$ cat config.mk
export PLATFORM = sky130hd
export DESIGN_NAME = instr_mem_loader
export DESIGN_NICKNAME = d
export VERILOG_FILES = /design/src/rtl/instr_loader_pkg.sv /design/src/rtl/byte_word_packer.sv /design/src/rtl/instr_mem_loader.sv
export SDC_FILE = /design/constraint.sdc
export NUM_CORES = 1
export LEC_CHECK = 0
export BUFFER_PORTS_ARGS = -buffer_cell sky130_fd_sc_hd__buf_2
export CAP_MARGIN = 20
export CORE_AREA = 3 3 135 137
export DETAILED_ROUTE_END_ITERATION = 16
export DIE_AREA = 0 0 138 140
export PLACE_DENSITY_LB_ADDON = 0.2
export REMOVE_ABC_BUFFERS = 1
export SLEW_MARGIN = 5
export SYNTH_ARGS = -nofsm -noshare
export SYNTH_HDL_FRONTEND = slang
export SYNTH_SLANG_ARGS = --single-unit
$ cat constraint.sdc
create_clock -name clk_i -period 2.82 [get_ports clk_i]
set_clock_uncertainty 0.2 [all_clocks]
set_input_delay 0.141 -clock clk_i [delete_from_list [all_inputs] [get_ports clk_i]]
set_output_delay 0.141 -clock clk_i [all_outputs]
set_load 0.02 [all_outputs]
$ cat src/rtl/instr_loader_pkg.sv
// Shared types and constants for the boot-time instruction-memory loader.
package instr_loader_pkg;

    typedef enum logic [1:0] {
        HDR,
        DATA,
        DONE,
        ERR
    } loader_state_t;

    localparam int BYTES_PER_WORD = 4;
    localparam int HDR_BYTES      = 4;
    localparam int BYTE_CNT_W     = $clog2(BYTES_PER_WORD);

endpackage

$ cat src/rtl/byte_word_packer.sv
// Packs an 8-bit stream big-endian into 32-bit words; word_valid_o pulses
// in the same cycle the last byte of a word is accepted.
module byte_word_packer
    import instr_loader_pkg::*;
(
    input  logic                          clk_i,
    input  logic                          rst_ni,
    input  logic                          clear_i,
    input  logic                          byte_valid_i,
    input  logic [7:0]                    byte_i,
    output logic                          word_valid_o,
    output logic [BYTES_PER_WORD*8-1:0]   word_o
);

    localparam int SHIFT_W = (BYTES_PER_WORD - 1) * 8;

    logic [BYTE_CNT_W-1:0] cnt_q, cnt_d;
    logic [SHIFT_W-1:0]    shift_q, shift_d;

    // The final byte completes the word directly, so only the leading bytes are stored.
    assign word_valid_o = byte_valid_i && (cnt_q == BYTE_CNT_W'(BYTES_PER_WORD - 1));
    assign word_o       = {shift_q, byte_i};

    // NOTE: every always_comb output gets a default first, so no latch can be inferred.
    always_comb begin
        cnt_d   = cnt_q;
        shift_d = shift_q;
        if (clear_i) begin
            cnt_d   = '0;
            shift_d = '0;
        end else if (byte_valid_i) begin
            cnt_d   = cnt_q + 1'b1;
            shift_d = {shift_q[SHIFT_W-9:0], byte_i};
        end
    end

    // NOTE: state registers use non-blocking assignments so all flops update together.
    always_ff @(posedge clk_i or negedge rst_ni) begin
        if (!rst_ni) begin
            cnt_q   <= '0;
            shift_q <= '0;
        end else begin
            cnt_q   <= cnt_d;
            shift_q <= shift_d;
        end
    end

endmodule

$ cat src/rtl/instr_mem_loader.sv
// Boot loader: header word count, then N big-endian words written to
// consecutive instruction-memory addresses while the core is held in reset.
module instr_mem_loader
    import instr_loader_pkg::*;
#(
    parameter int                    ADDR_WIDTH  = 32,
    parameter int                    INSTR_WIDTH = 32,
    parameter logic [ADDR_WIDTH-1:0] BASE_ADDR   = '0,
    parameter int                    MAX_WORDS   = 1024
) (
    input  logic                   clk_i,
    input  logic                   rst_ni,
    input  logic                   start_i,
    input  logic                   in_valid_i,
    input  logic [7:0]             in_data_i,
    output logic                   in_ready_o,
    output logic                   mem_write_en_o,
    output logic [ADDR_WIDTH-1:0]  mem_write_addr_o,
    output logic [INSTR_WIDTH-1:0] mem_write_data_o,
    output logic                   cpu_hold_o,
    output logic                   load_done_o,
    output logic                   load_error_o
);

    localparam int WCNT_W = $clog2(MAX_WORDS + 1);

    loader_state_t          state_q, state_d;
    logic [WCNT_W-1:0]      wcnt_q, wcnt_d, wcnt_inc;
    logic [31:0]            hdr_q, hdr_d;
    logic                   we_q, we_d;
    logic [ADDR_WIDTH-1:0]  addr_q, addr_d;
    logic [INSTR_WIDTH-1:0] data_q, data_d;
    logic                   hold_q, hold_d;
    logic                   done_q, done_d;
    logic                   err_q, err_d;

    logic                   accept;
    logic                   reload;
    logic                   word_valid;
    logic [31:0]            word;

    // Ready is a pure state decode: no combinational path from in_valid_i.
    assign in_ready_o = (state_q == HDR) || (state_q == DATA);
    assign accept     = in_valid_i && in_ready_o;
    assign reload     = start_i && ((state_q == DONE) || (state_q == ERR));
    assign wcnt_inc   = wcnt_q + 1'b1;

    byte_word_packer u_packer (
        .clk_i        (clk_i),
        .rst_ni       (rst_ni),
        .clear_i      (reload),
        .byte_valid_i (accept),
        .byte_i       (in_data_i),
        .word_valid_o (word_valid),
        .word_o       (word)
    );

    always_comb begin
        state_d = state_q;
        wcnt_d  = wcnt_q;
        hdr_d   = hdr_q;
        we_d    = 1'b0;
        addr_d  = addr_q;
        data_d  = data_q;
        unique case (state_q)
            HDR: begin
                if (word_valid) begin
                    hdr_d  = word;
                    wcnt_d = '0;
                    if (word == '0)                   state_d = DONE;
                    else if (word > 32'(MAX_WORDS))   state_d = ERR;
                    else                              state_d = DATA;
                end
            end
            DATA: begin
                if (word_valid) begin
                    we_d   = 1'b1;
                    addr_d = BASE_ADDR + (ADDR_WIDTH'(wcnt_q) << 2);
                    data_d = INSTR_WIDTH'(word);
                    wcnt_d = wcnt_inc;
                    if (32'(wcnt_inc) == hdr_q) state_d = DONE;
                end
            end
            DONE, ERR: begin
                if (start_i) begin
                    state_d = HDR;
                    wcnt_d  = '0;
                end
            end
            default: state_d = HDR;
        endcase
    end

    // The hold drops one cycle after DONE is entered, so the last write lands first.
    assign hold_d = !((state_q == DONE) && (state_d == DONE));
    assign done_d = (state_d == DONE);
    assign err_d  = (state_d == ERR);

    always_ff @(posedge clk_i or negedge rst_ni) begin
        if (!rst_ni) begin
            state_q <= HDR;
            wcnt_q  <= '0;
            hdr_q   <= '0;
            we_q    <= 1'b0;
            addr_q  <= BASE_ADDR;
            data_q  <= '0;
            hold_q  <= 1'b1;
            done_q  <= 1'b0;
            err_q   <= 1'b0;
        end else begin
            state_q <= state_d;
            wcnt_q  <= wcnt_d;
            hdr_q   <= hdr_d;
            we_q    <= we_d;
            addr_q  <= addr_d;
            data_q  <= data_d;
            hold_q  <= hold_d;
            done_q  <= done_d;
            err_q   <= err_d;
        end
    end

    assign mem_write_en_o   = we_q;
    assign mem_write_addr_o = addr_q;
    assign mem_write_data_o = data_q;
    assign cpu_hold_o       = hold_q;
    assign load_done_o      = done_q;
    assign load_error_o     = err_q;

endmodule
==> PnR_summary.wiki <==
{| class="wikitable"
! Metric !! Value
|-
| Biggest area contributors in the synthesized netlist || sky130_fd_sc_hd__dfrtp_1 57%, sky130_fd_sc_hd__nand2_1 11%, sky130_fd_sc_hd__mux2_2 6.6%, sky130_fd_sc_hd__a22o_1 4.4%, sky130_fd_sc_hd__buf_4 3.4%
|-
| Iter 0 DRT Violations || 177
|-
| CTS H-Tree Depth || 4
|-
| Actual transition at the worst max-transition pin || 0.7868 ns
|-
| Seq cells post-synth || 118
|-
| Nets || 572
|-
| Syn Std Cell Area || 5147 um^2
|-
| Count of endpoints failing setup in the final report || 0
|-
| Worst-case vdd ir drop || 0.4619 mV
|-
| Weighted congestion reported at the end of routability-driven placement || 0.7748
|-
| Chip Width || 138 um
|-
| Largest net degree at the start of global routing || 59
|-
| Post-route fraction of the period consumed by the critical path || 88.93%
|-
| Global-route wire length before repair || 20680 um
|-
| Setup slack of the critical path after layout || 0.3122 ns
|-
| Total of cells resized after clock tree synthesis || 0
|-
| Type of the setup path with the least slack || reg -> reg
|-
| Data required time at the worst endpoint || 2.95 ns
|-
| Number of CTS-inserted buffers || 17
|-
| Cell taking the most area after synthesis || sky130_fd_sc_hd__dfrtp_1
|-
| Setup slack after placement || 0.3074 ns
|-
| Worst rel slew slack || 47.55%
|-
| I/O pin count || 81
|-
| Portion of the post-synthesis area used by sequential elements || 57.39%
|-
| Die extent in y || 140 um
|-
| Top-area cell type share of the netlist area || 56.88%
|-
| Arrival time at the worst endpoint || 2.64 ns
|-
| Number of warnings printed during yosys synthesis || 0
|-
| Final Hold Violating Endpoints || 0
|-
| Root buffer selected by CTS || sky130_fd_sc_hd__clkbuf_16
|-
| Initial antenna violation count || 0
|-
| Diodes inserted || 0
|-
| Number of global-route vias before repair || 3792
|-
| Slowest CP cell || sky130_fd_sc_hd__dfrtp_1
|-
| Kind of launch point of the worst setup path || flip-flop
|-
| Total placed cells including tap cells || 754
|-
| Drt pass-1 iters || 4
|-
| Detail-routed via count per cell || 4.647
|-
| Via total after detailed routing || 3699
|-
| # clock sinks || 118
|-
| Area added between synthesis and finish || 21.75%
|-
| Total power after layout || 6627 uW
|-
| Synthesized area divided by synthesized cell count || 10.48 um^2
|-
| Area of the core || 17180 um^2
|-
| Buffer levels on the longest clock path || 2
|-
| Power density relative to cell area || 1057 nW/um^2
|-
| Achievable clock frequency || 398.8 MHz
|-
| Layout Cells excl Fill || 796
|-
| Number of fill cells in the layout || 1768
|-
| Critical Path Sink Type || flip-flop
|-
| Combined global-route utilization of all metal layers || 13.38%
|-
| Total Wirelength || 12360 um
|-
| DRC Markers || 0
|-
| Placed wire-length estimate || 8053 um
|-
| Starting density of the core || 29.97%
|-
| Clock edge transition at the registers on the reported setup and hold paths || 0.06 ns
|-
| Congestion Overflow GR || 0
|-
| Wire length per cell || 15.53 um
|-
| Die Outline Area || 19320 um^2
|-
| Ratio of cells with drive above 1 in the final layout || 24.34%
|-
| Maximum Capacitance Violations || 0
|-
| Number of buffers added on ports || 59
|-
| Status || finished clean
|-
| Number of instances in the synthesized netlist || 491
|-
| Hold Path Class || in -> async
|-
| Distinct cells, synth || 46
|-
| Antenna Violating Nets Remaining || 0
|-
| Setup repair after global routing missed its margin || false
|-
| Crit path time final || 2.508 ns
|-
| Final sum of negative setup slack || 0 ns
|-
| Slowest stage delay, CP || 0.50 ns
|-
| CTS tree || done
|-
| Chain of cells forming the critical path || ha_1 -> nand3_1 -> nor3_1 -> xnor2_1 -> nand4_1 -> a2111oi_2 -> o21bai_1
|-
| Leakage power figure || 0.003107 uW
|-
| Buffers inserted during post-CTS setup optimization || 0
|-
| Max-slew violation count || 0
|-
| Std-Cell Rows || 48
|-
| Depth of the most critical reg-to-reg path || 7
|-
| Clk_lat worst skew || 0.42 ns
|-
| Crit Path Max Fanout || 9
|}
-- kinds of logic (layout without fill, tap and decap cells) --
kind of cell	after synthesis	in the layout	synth area share, %
AND/OR/NAND/NOR	202	202	16.75
AO/OA/AOI/OAI	65	65	9.262
buffers and inverters	53	113	5.688
adder cells (fa/ha/maj)	2	2	0.4861
multiplexers	33	33	7.195
flip-flops	118	118	57.39
XOR/XNOR	17	17	3.160
other	1	21	0.07285
-- report_power, final --
part	switching (uW)	internal, uW
clock network	809	1240
registers	518	2300
logic	1000	762
-- critical path: cells and delay by family, from the launching register on --
kind                       cells  cell delay (ns)
and+or+nand+nor                3             0.67
DFF                            1             0.50
AOI/OAI and AO/OA              2             0.53
xor gates and xnor gates       1             0.16
adders and majority gates      1             0.37
-- routing by layer --
| layer | vias up | share of wire (%) | global-route usage (%) |
|---|---|---|---|
| met3 | 13 | 4.2 | 3.517 |
| met4 | 0 | 1.4 | 5.356 |
| met5 | - | 0 | 0 |
| met2 | 81 | 47 | 20.66 |
| li1 | 1761 | - | - |
| met1 | 1844 | 48 | 18.02 |
-- synth_stat cells, drive strengths merged --
| library cell | n |
|---|---|
| nor4 | 11 |
| a22o | 26 |
| mux2i | 1 |
| a31oi | 1 |
| buf | 32 |
| dfstp | 1 |
| o21bai | 1 |
| xor2 | 6 |
| dfrtp | 117 |
| and2 | 2 |
| nor3 | 8 |
| ha | 2 |
| a31o | 1 |
| o31ai | 3 |
| mux2 | 32 |
| a22oi | 1 |
| nor2 | 17 |
| o311ai | 1 |
| o211ai | 1 |
| xnor3 | 1 |
| nand4 | 5 |
| nand2b | 1 |
| o21a | 1 |
| conb | 1 |
| xnor2 | 10 |
| clkbuf | 16 |
| a21boi | 1 |
| or2 | 3 |
| nor2b | 1 |
| inv | 5 |
| o41ai | 3 |
| nand3 | 7 |
| o21ai | 18 |
| and3 | 1 |
| a2bb2oi | 1 |
| a2111oi | 1 |
| nand2 | 146 |
| a21oi | 5 |
-- worst paths after layout --
| kind | startpoint | end | slack [ns] |
|---|---|---|---|
| min in group clk_i | in_valid_i | hdr_q[3] | 0.16 |
| min | rst_ni | mem_write_data_o[0] | 0.14 |
| min reg2reg | mem_write_data_o[18] | mem_write_data_o[18] | 0.27 |
| max in group asynchronous | rst_ni | cpu_hold_o | 1.54 |
| max reg2reg | wcnt_q[0] | load_done_o | 0.31 |
| max | wcnt_q[0] | load_done_o | 0.31 |
-- metrics by stage --
step	hold slack (ns)	cell area, um^2	utilization (%)
6_report	0.1364	6267	36.49
5_1_grt	0.1687	6267	36.49
3_3_place_gp	0.03943	5599	32.60
2_1_floorplan	-0.3546	4949	-
4_1_cts	0.1442	6267	36.49
3_5_place_dp	0.05652	5599	32.60
-- area by class of cell --
cell class	count	area [um^2]	share of cell area, %
inverters	5	18.77	0.2995
clock inverters	14	128.9	2.056
repair buffers	76	462.9	7.387
multi-input cells	340	1982	31.62
well taps	225	281.5	4.492
flip-flops and latches	118	2954	47.14
clock buffers	18	439.2	7.007
-- state kept, by name (all words and copies together), names as in the netlist, 2 cells and up --
| signal | flops |
|---|---|
| wcnt_q | 11 |
| u_packer.shift_q | 24 |
| mem_write_data_o | 32 |
| mem_write_addr_o | 11 |
| u_packer.cnt_q | 2 |
| state_q | 2 |
| hdr_q | 32 |
-- cell usage in the layout (no fill, tap or decap), types with 3 or more instances in the layout --
cell type	netlist	final
sky130_fd_sc_hd__o31ai_1	3	3
sky130_fd_sc_hd__clkinv_2	0	3
sky130_fd_sc_hd__inv_1	4	4
sky130_fd_sc_hd__buf_2	6	58
sky130_fd_sc_hd__clkinv_4	0	5
sky130_fd_sc_hd__nor3_1	7	7
sky130_fd_sc_hd__nand2_1	146	146
sky130_fd_sc_hd__dlygate4sd3_1	0	10
sky130_fd_sc_hd__a21oi_1	5	4
sky130_fd_sc_hd__mux2_2	30	30
sky130_fd_sc_hd__a22o_1	26	26
sky130_fd_sc_hd__nand4_1	4	4
sky130_fd_sc_hd__nand3_1	6	6
sky130_fd_sc_hd__clkinvlp_4	0	3
sky130_fd_sc_hd__dfrtp_1	117	117
sky130_fd_sc_hd__o21ai_0	18	18
sky130_fd_sc_hd__xor2_1	6	6
sky130_fd_sc_hd__buf_4	23	7
sky130_fd_sc_hd__conb_1	1	21
sky130_fd_sc_hd__xnor2_1	10	10
sky130_fd_sc_hd__nor2_1	17	17
sky130_fd_sc_hd__clkbuf_16	0	17
sky130_fd_sc_hd__o41ai_1	3	3
sky130_fd_sc_hd__nor4_1	11	11
-- repair_timing --
action                                  4_1_cts  5_1_grt
endpoints found under the setup margin        0        0
hold buffers                                 10        0
endpoints found under the hold margin        79        0
(Power assumes the default switching activity.)
